===== src/rtl/sync_fifo_queue_pkg.sv =====
// Shared helpers for the FIFO queue slice.
// Provides a clog2 that never returns less than 1.
package sync_fifo_queue_pkg;

    // Smallest k >= 1 with 2**k >= n.
    function automatic int clog2_min1(input int n);
        int r;
        r = 1;
        for (int k = 31; k >= 1; k--) begin
            if ((64'd1 << k) >= 64'(n)) begin
                r = k;
            end
        end
        return r;
    endfunction

endpackage


===== src/rtl/sync_fifo_queue.sv =====
// First-word-fall-through FIFO, N x W, valid/ready both sides.
// Ports: clk, rst, clk_en; push i_v/i_rdy/i; pop o_v/o_rdy/o.
module sync_fifo_queue
    import sync_fifo_queue_pkg::*;
#(
    parameter int W = 1,
    parameter int N = 16
) (
    input  logic         clk,
    input  logic         rst,
    input  logic         clk_en,
    input  logic         i_v,
    output logic         i_rdy,
    input  logic [W-1:0] i,
    output logic         o_v,
    input  logic         o_rdy,
    output logic [W-1:0] o
);

    localparam int PW = clog2_min1(N);
    localparam int CW = clog2_min1(N + 1);

    logic [W-1:0]  mem [N];
    logic [PW-1:0] wp;
    logic [PW-1:0] rp;
    logic [CW-1:0] cnt;
    logic          push;
    logic          pop;

    assign i_rdy = (cnt != CW'(N));
    assign o_v   = (cnt != '0);
    assign o     = mem[rp];

    assign push = i_v && i_rdy && clk_en;
    assign pop  = o_v && o_rdy && clk_en;

    // Explicit wrap so non-power-of-two depths work.
    function automatic logic [PW-1:0] nxt(input logic [PW-1:0] p);
        return (p == PW'(N - 1)) ? '0 : p + PW'(1);
    endfunction

    always_ff @(posedge clk) begin
        if (rst) begin
            wp  <= '0;
            rp  <= '0;
            cnt <= '0;
            for (int k = 0; k < N; k++) begin
                mem[k] <= '0;
            end
        end else begin
            if (push) begin
                mem[wp] <= i;
                wp      <= nxt(wp);
            end
            if (pop) begin
                rp <= nxt(rp);
            end
            unique case ({push, pop})
                2'b10:   cnt <= cnt + CW'(1);
                2'b01:   cnt <= cnt - CW'(1);
                default: cnt <= cnt;
            endcase
        end
    end

endmodule


===== config.mk =====
export PLATFORM = sky130hd
export DESIGN_NAME = sync_fifo_queue
export DESIGN_NICKNAME = d
export VERILOG_FILES = /design/src/rtl/sync_fifo_queue_pkg.sv /design/src/rtl/sync_fifo_queue.sv
export SDC_FILE = /design/constraint.sdc
export NUM_CORES = 1
export LEC_CHECK = 0
export BUFFER_PORTS_ARGS = -buffer_cell sky130_fd_sc_hd__buf_2
export CAP_MARGIN = 5
export CORE_MARGIN = 4
export CORE_UTILIZATION = 45
export CTS_CLUSTER_DIAMETER = 100
export DETAILED_ROUTE_END_ITERATION = 6
export PLACE_DENSITY_LB_ADDON = 0.2
export SLEW_MARGIN = 20
export SYNTH_ARGS = -nofsm -noshare
export SYNTH_HDL_FRONTEND = slang
export SYNTH_SLANG_ARGS = --single-unit

===== constraint.sdc =====
create_clock -name clk -period 2.73 [get_ports clk]
set_input_delay 0.1365 -clock clk [delete_from_list [all_inputs] [get_ports clk]]
set_output_delay 0.1365 -clock clk [all_outputs]
set_load 0.02 [all_outputs]

==> results of run 1 <==
[worst min path at each step]
| stage | to | slack (ns) |
|---|---|---|
| final | mem[6] | 0.28 |
| after global placement | rp[3] | 0.51 |
| after CTS | mem[1] | 0.27 |
| after floorplan | mem[11] | 0.39 |
| after detailed placement | flip-flop | 0.52 |
| after global routing | mem[10] | 0.34 |
[worst min-delay path: stages]
cell     delay (ns)
buf_2          0.12
nand2_1        0.10
nor2_1         0.09
[final cells by class]
class | instances | area [µm²]
clock inverter | 3 | 17.52
sequential | 33 | 820.8
clock buffer | 5 | 68.82
timing repair buffer | 13 | 77.57
tap | 48 | 60.06
fill | 332 | 1783
multi-input combinational | 128 | 948.4
inverter | 6 | 22.52
[logic make-up after synthesis]
family	Yosys count	synth area share (%)
muxes	12	10.10
xor gates and xnor gates	4	1.912
buffers and inverters	15	3.481
AOI/OAI and AO/OA	39	16.59
and+or+nand+nor	65	17.68
DFF	33	44.78
adders and majority gates	8	5.461
[layer usage]
layer	vias to the layer above	wire (µm)	track usage, %
met4	0	52	5.010
met5	-	0	0
met1	622	1605	19.53
li1	651	-	-
met3	5	146	3.787
met2	27	1682	23.16
[cell usage in the layout (no fill, tap or decap), types with 3 or more instances in the layout]
cell type	n
a21o_1	13
a21oi_1	3
and2_4	4
buf_2	8
buf_4	5
clkbuf_8	5
dfxtp_1	17
edfxtp_1	16
ha_1	8
inv_1	6
mux2i_1	5
mux4_2	5
nand2_1	16
nor2_1	31
nor2b_1	4
o21bai_1	3
[report_power, final]
group | switching (mW) | leakage (nW) | internal, mW
combinational | 0.102 | 0.445 | 0.0877
clock | 0.181 | 0.0439 | 0.176
sequential | 0.0250 | 0.303 | 0.540
[metrics by stage]
stage                     cells  instance area, µm²  power (mW)  util (%)  worst slack [ns]
final                       236                2016       1.111     53.06            0.1635
after global routing        236                2016       1.170     53.06           0.01707
after CTS                   236                2016       1.127     53.06            0.1084
after detailed placement    228                1929      0.7651     50.79            0.1527
after global placement      228                1929      0.7652     50.79            0.2226
after floorplan             176                1834      0.7118         -           0.02643
[timing repair]
action	in CTS	in global routing
buffers inserted	0	0
hold buffers	0	0
endpoints found under the setup margin	0	1
==> impl_metrics.py, run 1 <==
metrics = {
    "worst_setup_path": {
        "crit_chain": "nor4_4 -> a21oi_2 -> ha_1 -> xor2_1 -> ha_1 -> nor2_1 -> a211o_1 -> a21oi_1 -> mux2_2",
        "cpMostUsedCell": "ha_1",
        "slowest_delay_ns": 0.43,
        "rr_startpoint": "cnt[3]",
        "r2r_slack_ns": 0.16,
        "cp-end-kind": "flip-flop",
        "path_depth": 9,
        "critPathLaunch": "cnt[3]",
        "critical_path.top_delay_family": "compound AO/OA/AOI/OAI gates",
        "crit_fanout": 5,
        "crit_required_ns": 2.91,
        "critPathBufInv": 0,
        "r2r_end": "cnt[4]",
        "cp_slowest_cell": "nor4_4",
        "r2r_cells": 9,
        "crit_path_end": "cnt[4]",
        "start_kind": "flip-flop",
        "cp.arrival_ns": 2.75,
        "worstSetupPathType": "flip-flop to flip-flop",
    },
    "timing": {
        "timing.fmax_mhz": 389.6,
        "whs_ns": 0.2824,
        "rsz0062_at_grt": "false",
        "fin_worst_skew_ns": 0.005582,
        "slew_violations": 0,
        "period_needed_ns": 2.567,
        "max_slew_margin_pct": 57.28,
        "report.final.hold_viol_count": 0,
        "worstMarginPinSlew_ns": 0.6408,
        "setup_tns_ns": 0,
        "min_period_over_period_pct": 94.01,
        "finalSetupViolCount": 0,
    },
    "detailed_routing": {
        "via_count": 1305,
        "routed_wl_um": 3486,
        "wl_per_cell_um": 14.77,
        "drt_iter0_markers": 157,
        "drt_drc_violations_left": 0,
        "antenna_left": 0,
        "avgViaCountPerCell": 5.530,
        "first_pass_iters": 4,
    },
    "clock_network": {
        "cts_buffer_depth": 2,
        "worstSkewPairLatency_ns": 0.28,
        "cts.sinks": 33,
        "numCtsBuffers": 5,
        "cts_resized": 0,
        "htreeDepth": 2,
        "cts.clk_slew.worst_paths_ns": 0.07,
        "tritoncts": "yes",
        "root_buffer": "clkbuf_8",
    },
    "power": {
        "vdd_drop_max_mv": 0.2739,
        "powerDensity_nw_per_um2": 551.3,
        "p_leak_nw": 0.7917,
    },
    "synth": {
        "syn_nets": 190,
        "synth_top_cells_by_count": "31 x nor2_1, 17 x dfxtp_1, 16 x edfxtp_1, 16 x nand2_1, 13 x a21o_1",
        "synth_flop_cell": "dfxtp_1",
        "syn_avg_cell_area_um2": 10.41,
        "async_flop_share_pct": 0,
        "synth.area.top_cells": "edfxtp_1 26%, dfxtp_1 19%, nor2_1 6.3%",
        "synth_top_area_share_pct": 26.21,
        "netlist_area_um2": 1833,
        "synth.distinct_cells": 40,
        "yosysMostFrequentCell": "nor2_1",
        "synth_seq_cells": 33,
        "synthCells": 176,
        "yosys_warnings": 0,
        "synth_area_leader_cell": "edfxtp_1",
        "yosysSeqAreaShare_pct": 44.78,
        "synth-edff-count": 16,
    },
    "floorplan": {
        "fp.dieArea_um2": 5158,
        "core-area_um2": 3799,
        "start_util_pct": 48.25,
        "fp.dieH_um": 71.82,
        "die_x_um": 71.82,
        "rows": 22,
        "ios": 9,
    },
    "global_route": {
        "grt_pass1_vias": 1229,
        "grt.total_usage_pct": 14.68,
        "grt_max_degree": 35,
        "overflow": 0,
        "antenna_found_initial": 0,
        "grt_pass1_wl_um": 5768,
    },
    "place": {
        "hpwl_um": 2521,
        "gp_routability_congestion": 0.8254,
        "io_buffers": 8,
    },
    "job": {
        "drv_cap": 0,
    },
    "run_status": {
        "status": "completed",
    },
    "final_layout": {
        "area_growth_pct": 9.966,
        "drive_gt1_share_pct": 19.68,
        "nets": 201,
        "diodes": 0,
    },
    "hold_path": {
        "hold_path_depth": 3,
        "min-delay-path-class": "primary input to flip-flop",
        "min_from": "i",
    },
}
(Power assumes the default switching activity.)
==> run 2, diff against run 1 <==
--- a/config.mk
+++ b/config.mk
@@ -7,8 +7,8 @@
 export LEC_CHECK = 0
 export BUFFER_PORTS_ARGS = -buffer_cell sky130_fd_sc_hd__buf_2
 export CAP_MARGIN = 5
-export CORE_MARGIN = 4
-export CORE_UTILIZATION = 45
+export CORE_MARGIN = 3
+export CORE_UTILIZATION = 40
 export CTS_CLUSTER_DIAMETER = 100
 export DETAILED_ROUTE_END_ITERATION = 6
 export PLACE_DENSITY_LB_ADDON = 0.2
@@ -16,3 +16,4 @@
 export SYNTH_ARGS = -nofsm -noshare
 export SYNTH_HDL_FRONTEND = slang
 export SYNTH_SLANG_ARGS = --single-unit
+export TNS_END_PERCENT = 30
==> run 2 against run 1 <==
Net effect:
- routed wire length is 1.7% higher
- total power is 0.89% higher
- combinational power about the same
- die area up 5.3%
- clock skew about the same
- maximum frequency increased by 1.0%
==> impl_metrics.py, run 2 (synthesized netlist as in run 1, its figures left out) <==
metrics = {
    "place": {
        "dpl_cell_area_um2": 1917,
        "gp_routability_congestion": 0.8091,
        "io_buffers": 8,
        "hpwl_um": 2540,
        "preCtsSetupSlack_ns": 0.1496,
        "placed_cells": 228,
    },
    "global_route": {
        "grt_pass1_wl_um": 5913,
        "antenna_found_initial": 0,
        "grt_pass1_vias": 1244,
        "grt_max_degree": 35,
        "grt.total_usage_pct": 14.35,
        "overflow": 0,
    },
    "power": {
        "comb_power_share_pct": 17.3,
        "p_sw_share_pct": 27.89,
        "vdd_drop_max_mv": 0.3576,
        "p_sw_mw": 0.3127,
        "p_int_mw": 0.8085,
        "p_clk_share_pct": 32.1,
        "powerDensity_nw_per_um2": 557.9,
        "seqPwrFrac_pct": 50.7,
        "p_leak_nw": 0.7899,
    },
    "floorplan": {
        "die_x_um": 73.70,
        "rows": 23,
        "fp.dieH_um": 73.70,
        "fp.dieArea_um2": 5431,
        "start_util_pct": 43.63,
        "ios": 9,
        "core-area_um2": 4202,
    },
    "clock_network": {
        "numCtsBuffers": 5,
        "cts.clk_slew.worst_paths_ns": 0.07,
        "tritoncts": "yes",
        "htreeDepth": 2,
        "cts_hold_buffers": 0,
        "cts.sinks": 33,
        "cts_setup_buffers": 0,
        "worstSkewPairLatency_ns": 0.28,
        "root_buffer": "clkbuf_8",
        "cts_buffer_depth": 2,
        "cts_resized": 0,
    },
    "worst_setup_path": {
        "crit_fanout": 7,
        "cp.arrival_ns": 2.71,
        "crit_required_ns": 2.90,
        "cp-end-kind": "flip-flop",
        "start_kind": "flip-flop",
        "r2r_cells": 9,
        "worstSetupPathType": "flip-flop to flip-flop",
    },
    "final_layout": {
        "layout_common_cells": "31 x nor2_1, 17 x dfxtp_1, 16 x nand2_1, 16 x edfxtp_1, 13 x a21o_1",
        "diodes": 0,
        "drive_gt1_share_pct": 19.25,
        "nets": 200,
        "final_common_cell": "nor2_1",
        "fin_cells": 237,
        "area_growth_pct": 9.625,
        "final_cell_area_um2": 2009,
    },
    "timing": {
        "max_slew_margin_pct": 56.29,
        "min_period_over_period_pct": 93.07,
        "setup_tns_ns": 0,
        "worstMarginPinSlew_ns": 0.6557,
        "report.final.hold_viol_count": 0,
        "whs_ns": 0.2887,
        "timing.fmax_mhz": 393.6,
        "fin_worst_skew_ns": 0.005570,
        "setup_ws_ns": 0.1892,
        "rsz0062_at_grt": "false",
        "period_needed_ns": 2.541,
        "slew_violations": 0,
        "finalSetupViolCount": 0,
    },
    "detailed_routing": {
        "first_pass_iters": 5,
        "drt_drc_violations_left": 0,
        "via_count": 1301,
        "antenna_left": 0,
        "avgViaCountPerCell": 5.489,
        "wl_per_cell_um": 14.95,
        "drt_iter0_markers": 97,
        "routed_wl_um": 3544,
    },
    "hold_path": {
        "min-delay-path-class": "primary input to flip-flop",
        "hold_path_depth": 3,
    },
    "run_status": {
        "status": "completed",
    },
    "job": {
        "drv_cap": 0,
    },
}
-- run 2: cell types whose count changed in the layout (fill, tap and decap cells not counted) --
cell	before	now
buf_4	5	4
clkinvlp_4	1	0
inv_4	0	1
-- run 2: power by group through the flow --
| stage | Sequential [mW] | Clock, mW | Combinational [mW] |
|---|---|---|---|
| after floorplan | 0.571 | 0 | 0.141 |
| after global placement | 0.578 | 0 | 0.183 |
| after detailed placement | 0.579 | 0 | 0.183 |
| after CTS | 0.569 | 0.374 | 0.185 |
| after global routing | 0.572 | 0.397 | 0.211 |
| final | 0.568 | 0.360 | 0.193 |
-- run 2: path summary, 6_finish.rpt --
path,startpoint,endpoint,slack (ns)
max,cnt[1],cnt[4],0.19
min,i,mem[8],0.29
max reg2reg,cnt[1],cnt[4],0.19
min reg2reg,rp[3],flip-flop,0.54
-- run 2: layer usage --
layer	GRT usage [%]	up-vias	share of wire [%]
met1	20.32	617	49
met5	0	-	0
met4	4.829	0	0.56
met3	4.104	2	3.4
li1	-	658	-
met2	20.87	24	47
-- run 2: cell type report --
type / count / area, µm²
multi-input cells: 128 / 948.4
inverters: 6 / 22.52
fillers: 388 / 2192
clock inverters: 3 / 16.27
clock buffers: 5 / 68.82
well taps: 50 / 62.56
flip-flops and latches: 33 / 820.8
repair buffers: 12 / 70.07
-- run 2: critical path, stage by stage (launching register included) --
cell	delay (ns)
dfxtp_1	0.40
nor4_4	0.36
buf_4	0.18
a21oi_2	0.06
ha_1	0.25
ha_1	0.36
a21oi_1	0.09
a211o_1	0.28
a21oi_1	0.13
mux2_2	0.34
-- run 2: metrics by stage --
stage,util (%),total power [mW]
2_1_floorplan,-,0.7118
3_3_place_gp,45.62,0.7607
3_5_place_dp,45.62,0.7626
4_1_cts,47.65,1.127
5_1_grt,47.83,1.180
6_report,47.83,1.121
